[src/rtl/vid_coord_tracker.sv]
// Rebuilds pixel/line coordinates from vsync and data-enable, and measures the
// width of each line plus whether all lines of the current frame agree.
module vid_coord_tracker #(
  parameter int X_BITS = 13,
  parameter int Y_BITS = 13
) (
  input  logic              clk_in,
  input  logic              reset,
  input  logic              vn_in,
  input  logic              dn_in,
  output logic              vs_rise,
  output logic              de_fall,
  output logic [X_BITS-1:0] x,
  output logic [Y_BITS-1:0] y,
  output logic [X_BITS-1:0] line_width,
  output logic              line_mismatch,
  output logic              frame_ragged
);

  logic              vn_q_r;
  logic              dn_q_r;
  logic [X_BITS-1:0] x_r;
  logic [Y_BITS-1:0] y_r;
  logic [X_BITS-1:0] line_w_r;
  logic [X_BITS-1:0] first_w_r;
  logic              line_seen_r;
  logic              ragged_r;

  assign vs_rise       = vn_in & ~vn_q_r;
  assign de_fall       = ~dn_in & dn_q_r;
  assign x             = x_r;
  assign y             = y_r;
  assign line_width    = line_w_r;
  assign frame_ragged  = ragged_r;
  assign line_mismatch = de_fall & line_seen_r & (x_r != first_w_r);

  // Edge-detect registers and x/y coordinate counters.
  always_ff @(posedge clk_in or negedge reset) begin
    if (!reset) begin
      vn_q_r <= 1'b0;
      dn_q_r <= 1'b0;
      x_r    <= '0;
      y_r    <= '0;
    end else begin
      vn_q_r <= vn_in;
      dn_q_r <= dn_in;
      if (dn_in) begin
        x_r <= x_r + 1'b1;
      end else if (de_fall || vs_rise) begin
        x_r <= '0;
      end
      if (vs_rise) begin
        y_r <= '0;
      end else if (de_fall) begin
        y_r <= y_r + 1'b1;
      end
    end
  end

  // Line width capture; the first line of a frame is the reference for the rest.
  always_ff @(posedge clk_in or negedge reset) begin
    if (!reset) begin
      line_w_r    <= '0;
      first_w_r   <= '0;
      line_seen_r <= 1'b0;
      ragged_r    <= 1'b0;
    end else begin
      if (de_fall) begin
        line_w_r <= x_r;
      end
      if (vs_rise) begin
        line_seen_r <= 1'b0;
        ragged_r    <= 1'b0;
      end else if (de_fall) begin
        if (!line_seen_r) begin
          first_w_r   <= x_r;
          line_seen_r <= 1'b1;
        end else if (x_r != first_w_r) begin
          ragged_r <= 1'b1;
        end
      end
    end
  end

endmodule

[config.mk]
export PLATFORM = sky130hd
export DESIGN_NAME = vid_coord_tracker
export DESIGN_NICKNAME = d
export VERILOG_FILES = /design/src/rtl/vid_coord_tracker.sv
export SDC_FILE = /design/constraint.sdc
export NUM_CORES = 1
export LEC_CHECK = 0
export CORE_MARGIN = 2
export CORE_UTILIZATION = 54
export CTS_BUF_LIST = sky130_fd_sc_hd__clkbuf_2
export CTS_CLUSTER_DIAMETER = 100
export DETAILED_ROUTE_END_ITERATION = 10
export PLACE_DENSITY = 0.92
export SETUP_SLACK_MARGIN = 0.15
export SLEW_MARGIN = 20
export SYNTH_ARGS = -nofsm -noshare
export SYNTH_HDL_FRONTEND = slang
export SYNTH_SLANG_ARGS = --single-unit
[constraint.sdc]
create_clock -name clk_in -period 2.35 [get_ports clk_in]
set_clock_uncertainty 0.2 [all_clocks]
set_input_delay 0.5875 -clock clk_in [delete_from_list [all_inputs] [get_ports clk_in]]
set_output_delay 0.5875 -clock clk_in [all_outputs]
set_load 0.03 [all_outputs]
* After elaboration in Yosys (flattened, before gate mapping)
Index checks and enable logic that the tools add are counted.
** Cells by class
- Add/subtract/negate cells :: 2
- Multipliers :: 0
- Divide/modulo/power cells :: 0
- Order comparisons :: 0
- Eq/ne operators :: 1
- Shift-type cells :: 0
- Multiplexer cells :: 10
- Bitwise operators :: 8
- Reductions and logical operators :: 7
** Operator list (number)
- 2-to-1 mux 13 bit :: 4
- adder 13 x 1 -> 13 bit (second input constant) :: 2
- inequality test 13 bit :: 1
- nonzero test 2 bit :: 4
- 2-to-1 mux 1 bit :: 6
- AND reduction 3 bit :: 2
- bitwise AND 1 bit :: 4
- inverter 1 bit :: 4
- logical OR 1 bit :: 1
** Word-level totals
- Register bits :: 56
- Bits in latches :: 0
- RAM bits :: 0
- Bits in read-only memories :: 0
- Input bits :: 4
- Output and inout port bits :: 43
- Logic and storage cells :: 36
- Memories kept :: 0

* Logic depth before layout (Yosys ltp)
Gate-level depths: netlist of run 1.
- Depth after elaboration :: 5
- Depth in mapped cells :: 6
- Gate-level depth less buffers :: 5

* Worst setup path after synthesis of run 1
No wires, ideal clock.
- Path type :: input port to output port
- Start :: in dn_in
- End :: out line_mismatch
- Data arrival time :: 1.572 ns
- Data required time :: 1.562 ns
- Path slack :: -0.009 ns
- Stages :: 5
- Buffers on the path :: 1
- Cell sequence :: nand2b_1 > inv_1 > buf_2 > nand2_1 > a21oi_1
** Between the ends
- Cells in the longest elaborated chain, start to end :: 4
** RTL lines
- start: declaration :: RTL line 10 : input logic dn_in,
- inverter 1 bit :: RTL line 30 : assign de_fall = ~dn_in & dn_q_r;
- bitwise AND 1 bit :: RTL line 30
- bitwise AND 1 bit (2 in series) :: RTL line 35 : assign line_mismatch = de_fall & line_seen_r & (x_r != first_w_r);
- end: declaration :: RTL line 16 : output logic line_mismatch,
Every way passes these cells.

* Worst setup path in the final report of run 1
- Start :: reg x_r[7], in the netlist x[7]
- End :: out line_mismatch
** Between the ends
- Cells in the longest elaborated chain, start to end :: 2
** RTL lines
- start: declaration :: RTL line 22 : logic [X_BITS-1:0] x_r;
- start signal: assignment :: RTL line 48 : x_r <= x_r + 1'b1;
- inequality test 13 bit :: RTL line 35
- bitwise AND 1 bit :: RTL line 35
Every way passes these cells.

==> impl_metrics.csv, run 1 <==
group,metric,value,unit
yosys,syn_area,2555,sq um
global_route,antenna_found_initial,0,
detailed_routing,via_count,2237,
final_layout,diodes,0,
global_route,grtUsageTotal,0.2569,
power_and_ir_drop,p_int,0.001345,W
detailed_routing,viasPerCell,5.826,
global_route,grt_pass1_wl,10210,microns
worst_setup_path,worst_r2r_path_depth,8,
final_layout,final_cell_mix,"nand2_1, dfrtp_1, buf_4",
placement,placed_area,3194,sq um
power_and_ir_drop,p_comb_frac,0.192,
cts,root_buffer,"clkbuf_2",
yosys,ys_async_sr_fraction,1.000,
final_layout,fin_nets,335,
yosys,yosys.area.top_type,"dfrtp_1",
yosys,syn_nets,253,
final_layout,design_area,3416,sq um
yosys,ys.flop_type,"dfrtp_1",
power_and_ir_drop,leakagePower,1.765,nW
yosys,netlist_top_cells_area,"dfrtp_1, nand2_1, mux2_2, xnor2_1, xor2_1",
worst_setup_path,critPathMaxFanout,4,
cts,cts_tree,"built",
yosys,yosysTopAreaCellShare,0.5485,
cts,htree_levels,2,
outcome,status,"finished, violations left",
final_layout,layout_commonest_cell,"nand2_1",
cts,cts_buffer_depth,2,
final_layout,layout-drive-gt1-share,0.3061,
floorplan,die_x,72.79,microns
worst_setup_path,crit_required,1560,ps
detailed_routing,dr.first_iter.drc_count,226,
power_and_ir_drop,p_sw_frac,0.3025,
worst_setup_path,cp.arrival,1870,ps
cts,clock_sinks,56,
power_and_ir_drop,p_per_area,564.7,nW/um^2
floorplan,die_h,72.79,microns
yosys,syn_inst,247,
detailed_routing,drt.antenna.violating_nets,0,
cts,clkLatencyLatePin,500,ps
yosys,ys_seq_area_frac,0.5485,
placement,hpwl,4112,microns
floorplan,die-area,5298,sq um
timing,tightest_slew,503.8,ps
yosys,ys_warn_count,0,
detailed_routing,first_pass_iters,5,
placement,place.gp.congestion,0.8552,
power_and_ir_drop,p_total,0.001929,W
min_path,hold-path-cell-count,1,
power_and_ir_drop,ir_worst_vdd,0.3648,mV
timing,grt_setup_unrepaired,"true",
worst_setup_path,crit_type,"reg -> out",
timing,slew_headroom,0.6642,
global_route,grt-ovfl-total,0,
timing,hold_viol,0,
power_and_ir_drop,power_frac_clock,0.256,
cts,cts_buffers,5,
worst_setup_path,end_kind,"primary output",
timing,max_freq,376.0,MHz
yosys,synth_edf_count,0,
yosys,avgSynthCellArea,10.34,sq um
yosys,ys_seq_elements,56,
timing,maxSlewViolCount,0,
global_route,grt_pass1_vias,2113,
detailed_routing,wirelength,6781,microns
timing,post-route-period-util,1.132,
placement,io_buffer_count,46,
timing,min_period,2660,ps
floorplan,num_io_pins,47,
final_layout,area_growth,33.69,%
min_path,hp-class,"in -> reg",
worst_setup_path,critical-path-max-stage-delay,540,ps
floorplan,start_util,0.5519,
run,max-cap-violations,0,
detailed_routing,drc_errors,0,
worst_setup_path,crit_chain,"xnor2_2, nand4_1, nor3_2, a21oi_2, buf_6",
yosys,yosysUniqueCellTypes,36,
power_and_ir_drop,switchingPower,0.0005834,W
floorplan,coreArea,4629,sq um
power_and_ir_drop,pwr-share-seq,0.552,
timing,setup_ws,-309.8,ps
global_route,grt_max_degree,36,
timing,setup_viol,1,
detailed_routing,wl_per_cell,17.66,microns
floorplan,rows,25,
cts,clk_pin_slew,310,ps
outcome,violations,"negative setup slack",
worst_setup_path,crit_path_start_kind,"flop",
worst_setup_path,cpMaxStageDelayCell,"dfrtp_2",
[metrics by stage]
| stage | setup TNS (ps) | std cells | util | hold slack, ps | setup WS [ps] |
|---|---|---|---|---|---|
| after floorplan | 0 | 247 | - | 91.91 | 72.64 |
| after global placement | -109.8 | 357 | 0.6900 | 257.2 | -58.92 |
| after detailed placement | -1317 | 357 | 0.6900 | 262.4 | -90.60 |
| after CTS | -222.6 | 378 | 0.7246 | 136.8 | -222.6 |
| after global routing | -409.6 | 384 | 0.7378 | 136.7 | -409.6 |
| final | -309.8 | 384 | 0.7378 | 147.8 | -309.8 |
[power by group through the flow]
stage          combinational [W]  clock (W)  sequential [W]
3_3_place_gp            0.000349          0         0.00108
6_report                0.000370   0.000493         0.00107
3_5_place_dp            0.000360          0         0.00108
2_1_floorplan           0.000148          0         0.00113
4_1_cts                 0.000362   0.000493         0.00106
5_1_grt                 0.000397   0.000522         0.00107
[per-layer routing]
| metal | part of all wire | global-route usage | vias to the layer above |
|---|---|---|---|
| li1 | - | - | 991 |
| met1 | 0.42 | 0.3373 | 1110 |
| met2 | 0.49 | 0.4091 | 110 |
| met3 | 0.054 | 0.05249 | 26 |
| met4 | 0.035 | 0.1235 | 0 |
| met5 | 0 | 0 | - |
[final cells by class]
| type | instances | area [sq um] |
|---|---|---|
| Inverter | 3 | 11.26 |
| Multi-Input combinational cell | 174 | 1116 |
| Fill cell | 303 | 1214 |
| Clock inverter | 3 | 42.54 |
| Timing Repair Buffer | 89 | 742.0 |
| Sequential cell | 56 | 1411 |
| Tap cell | 54 | 67.56 |
| Clock buffer | 5 | 25.02 |
[worst max-delay path, delay by kind of cell (launching register included)]
kind,cells,cell delay [ps]
AO/OA/AOI/OAI,1,100
buffers and inverters,1,140
XOR/XNOR,1,170
AND/OR/NAND/NOR,2,410
flip-flops,1,540
[worst paths after layout]
| check | slack, ps | endpoint | startpoint |
|---|---|---|---|
| worst min register to register | 320 | line_width[1]$_DFFE_PN0P_ | line_width[1]$_DFFE_PN0P_ |
| worst max-delay path | -310 | line_mismatch | x[7]$_DFFE_PN0P_ |
| min in group asynchronous | 320 | line_width[11]$_DFFE_PN0P_ | reset |
| worst min-delay path | 150 | vn_q_r$_DFF_PN0_ | vn_in |
| max in group asynchronous | 1000 | dn_q_r$_DFF_PN0_ | reset |
| worst max register to register | 480 | x[7]$_DFFE_PN0P_ | x[2]$_DFFE_PN0P_ |
[sequential cells by signal, indices dropped and copies added (netlist names)]
signal / flops
vn_q_r: 1
first_w_r: 13
dn_q_r: 1
x: 13
line_seen_r: 1
frame_ragged: 1
line_width: 13
y: 13
[cells in the mapped netlist (all sizes together) (2+ instances only)]
master   n
mux2i    6
ha       2
nor3     7
dfrtp   56
buf      9
xnor2   15
nand3    8
nor4     4
nor2b    2
or2      2
nand2   58
nor2    15
inv      3
o21ai    7
clkbuf   5
xor2     9
nand4    9
mux2    14
a21oi    5
[cell families (layout without fill, tap and decap cells)]
| group | after synthesis | after routing | synth area share |
|---|---|---|---|
| flip-flops | 56 | 56 | 0.5485 |
| buffers and inverters | 17 | 100 | 0.03281 |
| XOR/XNOR | 24 | 24 | 0.08228 |
| multiplexers | 20 | 20 | 0.08521 |
| AND/OR/NAND/NOR | 112 | 112 | 0.2037 |
| AO/OA/AOI/OAI | 16 | 16 | 0.03771 |
| adder cells (fa/ha/maj) | 2 | 2 | 0.009793 |
[repair_timing]
action	in CTS	in global routing
gates resized for setup	80	31
setup endpoints to repair	43	18
setup buffers	12	6
pin swaps	2	4
hold buffers	1	0
endpoints found under the hold margin	21	0
Power figures use the tool's default switching activity.
==> run 2, diff against run 1 <==
Settings changed: CORE_UTILIZATION 54 to 58, PLACE_DENSITY 0.92 to 0.95, SKIP_LAST_GASP set to 1.
Clock period 2.35 ns to 3.3 ns, I/O delays scaled along.
==> run 2 against run 1 <==
Compared with the run above: the flow now finishes without violations; via count shrank 16%; sequential share of layout area grew 4.0 points; die area shrank 6.5%; hold slack gained 1.2 ps; global-route usage shrank 3.4 points; wire length shrank 24%; worst setup slack gained 630 ps; clock-buffer cell count grew 2; cell area shrank 9.5%; critical endpoint unchanged.
==> impl_metrics.csv, run 2 (same netlist as run 1, synthesis figures left out) <==
group,metric,value,unit
outcome,status,"completed",
global_route,grt_pass1_vias,1802,
timing,hold_viol,0,
detailed_routing,drc_errors,0,
placement,hpwl,3767,microns
cts,cts_buffers,5,
final_layout,final_cell_mix,"nand2_1, dfrtp_1, clkdlybuf4s50_1",
placement,io_buffer_count,46,
detailed_routing,via_count,1890,
cts,postCtsSetupBuffers,0,
worst_setup_path,cpMaxStageDelayCell,"clkdlybuf4s50_1",
timing,setup_ws,316.6,ps
detailed_routing,wirelength,5175,microns
worst_setup_path,crit_chain,"clkdlybuf4s50_1, nand2b_1, inv_1, nand2_1, a21oi_1, buf_4",
cts,cts_tree,"built",
power_and_ir_drop,p_per_area,402.8,nW/um^2
global_route,grtUsageTotal,0.2225,
worst_setup_path,critical-path-max-stage-delay,440,ps
cts,htree_levels,2,
timing,min_period,2983,ps
detailed_routing,first_pass_iters,4,
detailed_routing,viasPerCell,5.478,
detailed_routing,dr.first_iter.drc_count,229,
run,max-cap-violations,0,
worst_setup_path,critPathMaxFanout,3,
power_and_ir_drop,leakagePower,1.426,nW
worst_setup_path,worst_r2r_path_depth,5,
final_layout,layout_commonest_cell,"nand2_1",
worst_setup_path,crit_type,"in -> out",
timing,finalSetupTns,0,ps
floorplan,rows,24,
floorplan,die_h,70.37,microns
timing,max_freq,335.2,MHz
global_route,antenna_found_initial,0,
detailed_routing,wl_per_cell,15.00,microns
cts,clk_pin_slew,250,ps
cts,clock_sinks,56,
final_layout,diodes,0,
timing,maxSlewViolCount,0,
final_layout,fin_nets,298,
cts,root_buffer,"clkbuf_2",
cts,clkLatencyLatePin,460,ps
power_and_ir_drop,ir_worst_vdd,0.2491,mV
floorplan,coreArea,4294,sq um
placement,post-place-ws,337.9,ps
timing,post-route-period-util,0.9041,
timing,grt_setup_unrepaired,"false",
global_route,grt_pass1_wl,8618,microns
placement,place.gp.congestion,0.8207,
worst_setup_path,end_kind,"primary output",
min_path,hp-class,"in -> async",
timing,tightest_slew,647.8,ps
worst_setup_path,cp.arrival,1960,ps
final_layout,area_growth,21.06,%
floorplan,num_io_pins,47,
detailed_routing,drt.antenna.violating_nets,0,
final_layout,layout-drive-gt1-share,0.1229,
floorplan,start_util,0.5950,
timing,setup_viol,0,
worst_setup_path,crit_required,2270,ps
timing,slew_headroom,0.5681,
global_route,grt-ovfl-total,0,
global_route,grt_max_degree,30,
power_and_ir_drop,p_total,0.001246,W
cts,cts_buffer_depth,2,
floorplan,die-area,4952,sq um
floorplan,die_x,70.37,microns
worst_setup_path,crit_path_start_kind,"input pin",
final_layout,n_fill_cell,301,
==> run 2: changes by cell type in the layout (fill, tap and decap cells not counted), sizes merged <==
cell / delta
clkdlybuf4s15: -5
clkinv: -1
buf: -40
bufinv: -1
clkbuf: -7
dlygate4sd3: -1
dlygate4sd2: -24
clkdlybuf4s50: +42
==> run 2: area by class of cell <==
| type | count | area (sq um) | area share |
|---|---|---|---|
| multi-input cells | 174 | 1070 | 0.3459 |
| clock inverters | 1 | 3.754 | 0.001214 |
| well taps | 52 | 65.06 | 0.02104 |
| clock buffers | 7 | 35.03 | 0.01133 |
| repair buffers | 52 | 505.5 | 0.1634 |
| flip-flops and latches | 56 | 1403 | 0.4535 |
| inverters | 3 | 11.26 | 0.003641 |
==> run 2: critical path: cells and delay by family <==
kind,cells,cell delay (ps)
AOI/OAI and AO/OA,1,150
and+or+nand+nor,2,240
buffers and inverters,3,740
==> run 2: metal layers <==
| metal | share of wire | global-route usage | vias up |
|---|---|---|---|
| met5 | 0 | 0 | - |
| met4 | 0.018 | 0.08547 | 0 |
| met3 | 0.042 | 0.03030 | 9 |
| met2 | 0.49 | 0.3449 | 52 |
| met1 | 0.45 | 0.3207 | 915 |
| li1 | - | - | 914 |
==> run 2: stage by stage <==
| step | util | instances | instance area [sq um] | hold slack [ps] |
|---|---|---|---|---|
| after global placement | 0.7110 | 337 | 3053 | 257.0 |
| after floorplan | - | 247 | 2555 | 300.7 |
| after CTS | 0.7200 | 345 | 3092 | 169.0 |
| after detailed placement | 0.7110 | 337 | 3053 | 262.5 |
| after global routing | 0.7203 | 345 | 3093 | 167.9 |
| final | 0.7203 | 345 | 3093 | 149.0 |
==> run 2: timing repair <==
item	4_1_cts	5_1_grt
hold buffers	0	0
gates resized for setup	0	1
endpoints found under the setup margin	0	1
hold endpoints to repair	0	0
==> run 2: final timing paths <==
| check | slack [ps] | to | start |
|---|---|---|---|
| setup reg to reg | 1400 | x[10]$_DFFE_PN0P_ | x[1]$_DFFE_PN0P_ |
| hold / removal | 150 | x[5]$_DFFE_PN0P_ | reset |
| setup / recovery | 320 | line_mismatch | dn_in |
| max in group asynchronous | 2160 | line_width[2]$_DFFE_PN0P_ | reset |
| hold reg to reg | 310 | line_width[3]$_DFFE_PN0P_ | line_width[3]$_DFFE_PN0P_ |
| min in group clk_in | 310 | line_width[3]$_DFFE_PN0P_ | line_width[3]$_DFFE_PN0P_ |
==> run 2: where the power goes <==
group	total, W	leakage (nW)	switching [W]	internal (W)
Clock	0.000253	0.0306	0.000197	0.0000565
Sequential	0.000763	0.763	0.0000401	0.000723
Combinational	0.000230	0.632	0.000133	0.0000968
Total	0.00125	1.43	0.000370	0.000876
